$ cat src/rtl/des_key_schedule.sv
// Sequential DES key schedule: loads a 64-bit key and hands out the 16 round subkeys,
// one per valid/ready handshake, in encrypt (K1..K16) or decrypt (K16..K1) order.
module des_key_schedule (
  input  logic        clk,
  input  logic        rst,
  input  logic        start,
  input  logic [1:64] key_in,
  input  logic        decrypt,
  input  logic        subkey_ready,
  output logic [1:48] subkey,
  output logic        subkey_valid,
  output logic [3:0]  round,
  output logic        busy,
  output logic        done
);

  typedef enum logic [1:0] {
    StIdle,
    StRun,
    StDone
  } state_e;

  state_e      state_q, state_d;
  logic [1:28] c_q, c_d;
  logic [1:28] d_q, d_d;
  logic [3:0]  n_q, n_d;
  logic        dir_q, dir_d;

  logic [1:56] pc1_key;
  logic [1:56] cd;
  logic [4:0]  r_enc;
  logic [4:0]  r_dec;

  function automatic logic [1:28] rotl(input logic [1:28] x, input logic two);
    rotl = two ? {x[3:28], x[1:2]} : {x[2:28], x[1]};
  endfunction

  function automatic logic [1:28] rotr(input logic [1:28] x, input logic two);
    rotr = two ? {x[27:28], x[1:26]} : {x[28], x[1:27]};
  endfunction

  // Rounds 1, 2, 9 and 16 rotate by one; every other round rotates by two.
  function automatic logic shift_two(input logic [4:0] r);
    shift_two = !((r == 5'd1) || (r == 5'd2) || (r == 5'd9) || (r == 5'd16));
  endfunction

  // PC-1: drops the parity bits and permutes the remaining 56 into C||D.
  assign pc1_key = {
    key_in[57], key_in[49], key_in[41], key_in[33], key_in[25], key_in[17], key_in[9],
    key_in[1],  key_in[58], key_in[50], key_in[42], key_in[34], key_in[26], key_in[18],
    key_in[10], key_in[2],  key_in[59], key_in[51], key_in[43], key_in[35], key_in[27],
    key_in[19], key_in[11], key_in[3],  key_in[60], key_in[52], key_in[44], key_in[36],
    key_in[63], key_in[55], key_in[47], key_in[39], key_in[31], key_in[23], key_in[15],
    key_in[7],  key_in[62], key_in[54], key_in[46], key_in[38], key_in[30], key_in[22],
    key_in[14], key_in[6],  key_in[61], key_in[53], key_in[45], key_in[37], key_in[29],
    key_in[21], key_in[13], key_in[5],  key_in[28], key_in[20], key_in[12], key_in[4]
  };

  logic unused_parity;
  assign unused_parity = ^{key_in[8], key_in[16], key_in[24], key_in[32],
                           key_in[40], key_in[48], key_in[56], key_in[64]};

  assign cd = {c_q, d_q};

  // PC-2: selects 48 of the 56 C||D bits.
  assign subkey = {
    cd[14], cd[17], cd[11], cd[24], cd[1],  cd[5],
    cd[3],  cd[28], cd[15], cd[6],  cd[21], cd[10],
    cd[23], cd[19], cd[12], cd[4],  cd[26], cd[8],
    cd[16], cd[7],  cd[27], cd[20], cd[13], cd[2],
    cd[41], cd[52], cd[31], cd[37], cd[47], cd[55],
    cd[30], cd[40], cd[51], cd[45], cd[33], cd[48],
    cd[44], cd[49], cd[39], cd[56], cd[34], cd[53],
    cd[46], cd[42], cd[50], cd[36], cd[29], cd[32]
  };

  logic unused_cd;
  assign unused_cd = ^{cd[9], cd[18], cd[22], cd[25], cd[35], cd[38], cd[43], cd[54]};

  // Next round to be produced: encrypt moves forward, decrypt steps C||D backwards.
  assign r_enc = {1'b0, n_q} + 5'd2;
  assign r_dec = 5'd16 - {1'b0, n_q};

  always_comb begin
    state_d = state_q;
    c_d     = c_q;
    d_d     = d_q;
    n_d     = n_q;
    dir_d   = dir_q;

    if (start) begin
      // Decrypt needs no rotation: the full schedule rotates by 28, i.e. C16||D16 = C0||D0.
      c_d     = decrypt ? pc1_key[1:28]  : rotl(pc1_key[1:28], 1'b0);
      d_d     = decrypt ? pc1_key[29:56] : rotl(pc1_key[29:56], 1'b0);
      dir_d   = decrypt;
      n_d     = 4'd0;
      state_d = StRun;
    end else begin
      unique case (state_q)
        StRun: begin
          if (subkey_ready) begin
            if (n_q == 4'd15) begin
              state_d = StDone;
            end else begin
              if (dir_q) begin
                c_d = rotr(c_q, shift_two(r_dec));
                d_d = rotr(d_q, shift_two(r_dec));
              end else begin
                c_d = rotl(c_q, shift_two(r_enc));
                d_d = rotl(d_q, shift_two(r_enc));
              end
              n_d = n_q + 4'd1;
            end
          end
        end
        StDone:  state_d = StIdle;
        default: state_d = StIdle;
      endcase
    end
  end

  always_ff @(posedge clk or posedge rst) begin
    if (rst) begin
      state_q <= StIdle;
      c_q     <= '0;
      d_q     <= '0;
      n_q     <= '0;
      dir_q   <= 1'b0;
    end else begin
      state_q <= state_d;
      c_q     <= c_d;
      d_q     <= d_d;
      n_q     <= n_d;
      dir_q   <= dir_d;
    end
  end

  assign subkey_valid = (state_q == StRun);
  assign busy         = (state_q == StRun);
  assign done         = (state_q == StDone);
  assign round        = dir_q ? (4'd15 - n_q) : n_q;

endmodule

$ cat config.mk
export PLATFORM = sky130hd
export DESIGN_NAME = des_key_schedule
export DESIGN_NICKNAME = d
export VERILOG_FILES = /design/src/rtl/des_key_schedule.sv
export SDC_FILE = /design/constraint.sdc
export NUM_CORES = 1
export LEC_CHECK = 0
export CORE_AREA = 2 2 136 125
export CTS_CLUSTER_DIAMETER = 60
export DETAILED_ROUTE_END_ITERATION = 8
export DIE_AREA = 0 0 138 127
export GPL_ROUTABILITY_DRIVEN = 0
export GPL_TIMING_DRIVEN = 0
export HOLD_SLACK_MARGIN = 0.03
export SYNTH_ARGS = -nofsm -noshare
export SYNTH_HDL_FRONTEND = slang
export SYNTH_SLANG_ARGS = --single-unit
$ cat constraint.sdc
create_clock -name clk -period 4.6 [get_ports clk]
set_clock_uncertainty 0.2 [all_clocks]
set_input_delay 1.38 -clock clk [delete_from_list [all_inputs] [get_ports clk]]
set_output_delay 1.38 -clock clk [all_outputs]
set_load 0.02 [all_outputs]
* Word-level counts from Yosys, hierarchy flattened
Index checks and enable logic that the tools add are counted.
Cells by class: add/subtract/negate cells 4, $mul 0, div/mod/pow operators 0, magnitude comparators 0, eq/ne operators 14, shift operators 0, muxes and demuxes 25, bitwise operators 0, reduce and logical (&&, ||, !) cells 10
Operators by type and width (count):
- $mux 28 | 16
- $mux 4 | 5
- $eq 5x1->1 const B | 2
- $eq 5x2->1 const B | 2
- $eq 5x4->1 const B | 2
- $eq 5x5->1 const B | 2
- $mux 2 | 4
- $logic_or 1x1->1 | 6
- $add 4x2->5 const B | 1
- $sub 5x4->5 const A | 1
- $add 4x1->4 const B | 1
- $eq 4x4->1 const B | 1
- $reduce_bool 2->1 | 2
- $sub 4x4->4 const A | 1
- $ne 3x2->1 const B | 1
- $ne 3x3->1 const B | 1
- $reduce_and 3->1 | 1
- $eq 2x1->1 const B | 1
- $eq 2x2->1 const B | 1
- $ne 2x2->1 const B | 1
- $reduce_and 2->1 | 1
Storage, ports and cells: register bits after elaboration 63, bits in latches 0, bits in writable memories 0, bits in read-only memories 0, input port bits 69, output and inout bits 55, word-level logic and storage cells 58, memories kept 0

* Longest topological paths before layout
depth in word-level cells 11, gate-level depth with buffers 10, depth with buffers taken out 7

* Worst setup path after synthesis
No wires, ideal clock.
path kind flip-flop to output port, start register dir_q, end output port round[2], data arrival time 1414 ps, data required time 3020 ps, slack 1606 ps, stages on the path, launching flop included 4, path buffers 2, cells stage by stage dfrtp_1 clkbuf_1 buf_1 xor2_1
On the way: word-level cells in the longest chain between the ends 1
RTL lines:
- start, declared | RTL line 27 | logic dir_q, dir_d;
- start signal, assigned | RTL line 134 | dir_q <= dir_d;
- $mux 4 | RTL line 141 | assign round = dir_q ? (4'd15 - n_q) : n_q;
- end, declared | RTL line 12 | output logic [3:0] round,
Every way passes these cells.

* Worst setup path in the final report
Same ends and word-level chain as after synthesis.

==> summary.md <==
| Metric | Value |
|---|---|
| Synth Area per Inst | `8.25 sq um` |
| RSZ-0062 raised after global routing | `false` |
| Initial core utilization | `39.5%` |
| # diodes | `0` |
| Wirelength per Cell | `25.6 um` |
| Least-Margin Pin Slew | `1.15 ns` |
| Unique masters post-synth | `54` |
| I/O pin cnt | `124` |
| Register area share after synthesis | `25.0%` |
| Crit path kind | `register to output pin` |
| Post-route clock period utilization | `95.0%` |
| Sw Pwr | `1210 uW` |
| Share of Yosys cell area claimed by the top area cell type | `25.0%` |
| Sw Ratio | `41.4%` |
| Root buf cell | `clkbuf_16` |
| PwrDens | `366 nW/um^2` |
| Final Hold Viols | `0` |
| Residual antenna-violating net count after detailed routing | `0` |
| Row count | `44` |
| Clock transition at the register clock pins on the worst setup and hold paths after CTS | `0.06 ns` |
| Layout cells sized above 1 | `13.4%` |
| Leading area contributor after synthesis | `dfrtp_1` |
| Initial DRC count | `1,115` |
| Worst path max stage delay | `0.66 ns` |
| Post-synthesis register bit count | `63` |
| Clock Path Buffers | `2` |
| Max_cap viols | `0` |
| Die area | `17,500 sq um` |
| H-tree lvl count | `3` |
| Pleak | `0.00343 uW` |
| Core Area | `16,000 sq um` |
| Grt total ovfl | `0` |
| Commonest non-fill, non-tap cell in the layout | `clkdlybuf4s50_1` |
| Placed Area | `7690 sq um` |
| Status | `finished, final reports clean` |
| CTS Sinks | `63` |
| Critical path startpoint category | `register` |
| Sequential power share | `28.1%` |
| Pins Over Slew Limit | `0` |
| Worst Path Max Fanout | `10` |
| Worst Hold Class | `register to register` |
| Largest net degree at the start of global routing | `64` |
| Die width | `138 um` |
| Mapped Cells | `764` |
| VDD IR-drop max | `0.211 mV` |
| Total global-route track usage | `31.1%` |
| Asr flop ratio synth | `100%` |
| R2R setup slack | `1.60 ns` |
| Hold_buf cts | `0` |
| Layout Utilization | `50.2%` |
| Post-route cell area | `8010 sq um` |
| P&R area growth vs syn | `27.1%` |
| Mapped Area | `6300 sq um` |
| CTS tree | `built` |
| Clock share of power | `26.3%` |
| Placement Setup Slack | `0.686 ns` |
| Total clock buffers created by CTS | `9` |
| Post-DP HPWL | `19,400 um` |
| DR vias | `7,251` |
| Post-DR vias/cell | `6.59` |
| Post-synth EDFFs | `0` |
| Clk Latency, worst-skew pair | `0.36 ns` |
| Final Setup Violations | `0` |
| Internal Pwr Total | `1720 uW` |
| CP required | `3.02 ns` |
| Fmax | `0.229 GHz` |
| Crit. End Element | `output pin` |
| Ys flop type | `dfrtp_1` |
| Die H | `127 um` |
| CP max stage cell | `clkdlybuf4s50_1` |
| Commonest non-fill, non-tap cells in the layout | `clkdlybuf4s50_1 (113), mux2i_1 (84), nor2_1 (63), dfrtp_1 (63), o211ai_1 (55)` |
| Yosys warns | `0` |
| Arr. time, crit path | `2.79 ns` |
| Total Routed Length | `28,200 um` |
| Initial antenna violation count | `0` |
| Number of fill cells in the layout | `1,548` |
| Vias in the first global route | `7,030` |
| # nets final | `964` |
| Top cells by area, synth | `dfrtp_1 (25%), mux2i_1 (13%), o211ai_1 (6.6%)` |
| Worst slew margin | `23.1%` |
| Post-CTS Setup Bufs | `0` |
| Critical-path cell list | `clkbuf_1 -> buf_1 -> xor2_1 -> clkdlybuf4s50_1` |
| Tmin final | `4.37 ns` |
| # port buffers | `113` |
| Final worst slack | `0.230 ns` |
| Drt first pass iters | `7` |
| DRC Markers | `0` |
| Comb power frac | `45.6%` |
| Post-cts resize count | `0` |
| First-pass GRT wire length | `41,800 um` |
| Syn nets | `840` |
## final cells by class
cell class	count	area [sq um]	area share, %
plain buffers	124	721	9.00
clock buffers	11	233	2.91
clock inverters	5	82.6	1.03
inverters	39	149	1.86
multi-input cells	538	3860	48.2
flip-flops and latches	63	1580	19.7
well taps	207	259	3.23
repair buffers	113	1130	14.1
## worst max-delay path, delay by kind of cell (launching register included)
kind	cells	cell delay [ns]
buffers and inverters	3	1.76
xor gates and xnor gates	1	0.22
DFF	1	0.45
## final timing paths
| check | from | to | cells past startpoint |
|---|---|---|---|
| min in group asynchronous | rst | state_q[1] | 2 |
| setup reg to reg | n_q[0] | c_q[11] | 6 |
| hold / removal | c_q[28] | c_q[28] | 2 |
| hold reg to reg | c_q[28] | c_q[28] | 2 |
| max in group asynchronous | rst | d_q[6] | 2 |
| setup / recovery | dir_q | round[2] | 4 |
## state kept, by name (all words and copies together) (netlist names)
name     flops
c_q         28
d_q         28
n_q          4
state_q      2
dir_q        1
## metal layers
layer / GRT usage [%] / up-vias / part of all wire [%] / wire length (um)
met1: 41.0 / 3431 / 41 / 11400
met4: 16.7 / 0 / 5.7 / 1590
met3: 9.52 / 135 / 13 / 3600
li1: - / 3064 / - / -
met2: 45.8 / 621 / 41 / 11600
met5: 0 / - / 0 / 0
## power groups by stage
stage | registers [uW] | clock network, uW | logic [uW]
CTS | 808 | 766 | 1300
global placement | 813 | 0 | 1280
global route | 830 | 788 | 1400
finish | 823 | 771 | 1340
floorplan | 744 | 0 | 854
detailed placement | 816 | 0 | 1290
## through the flow
stage                     instances  TNS [ns]  total power [uW]  hold WS, ns
after floorplan                 764         0              1600        0.302
after global placement         1084     -2.64              2100        0.339
after CTS                      1100         0              2880        0.394
after global routing           1100         0              3020        0.429
final                          1100         0              2930        0.400
after detailed placement       1084         0              2110        0.381
## cells in the mapped netlist (all sizes together), types with 8 or more instances
master and n:
o211ai 55, dfrtp 63, a221oi 15, o21ai 37
o31ai 43, buf 77, nand2b 15, a31o 19
nor2 64, a211oi 10, mux2i 84, clkbuf 47
mux2 8, nor3 11, nand2 39, a21oi 15
o211a 19, a31oi 30, inv 39
## cells by family after synthesis
| logic type | after synthesis | synth area share, % |
|---|---|---|
| adders and majority gates | 7 | 1.39 |
| DFF | 63 | 25.0 |
| buffers and inverters | 163 | 13.8 |
| xor gates and xnor gates | 8 | 1.23 |
| AOI/OAI and AO/OA | 268 | 31.7 |
| muxes | 92 | 14.8 |
| and+or+nand+nor | 163 | 12.2 |
Power figures use the tool's default switching activity.
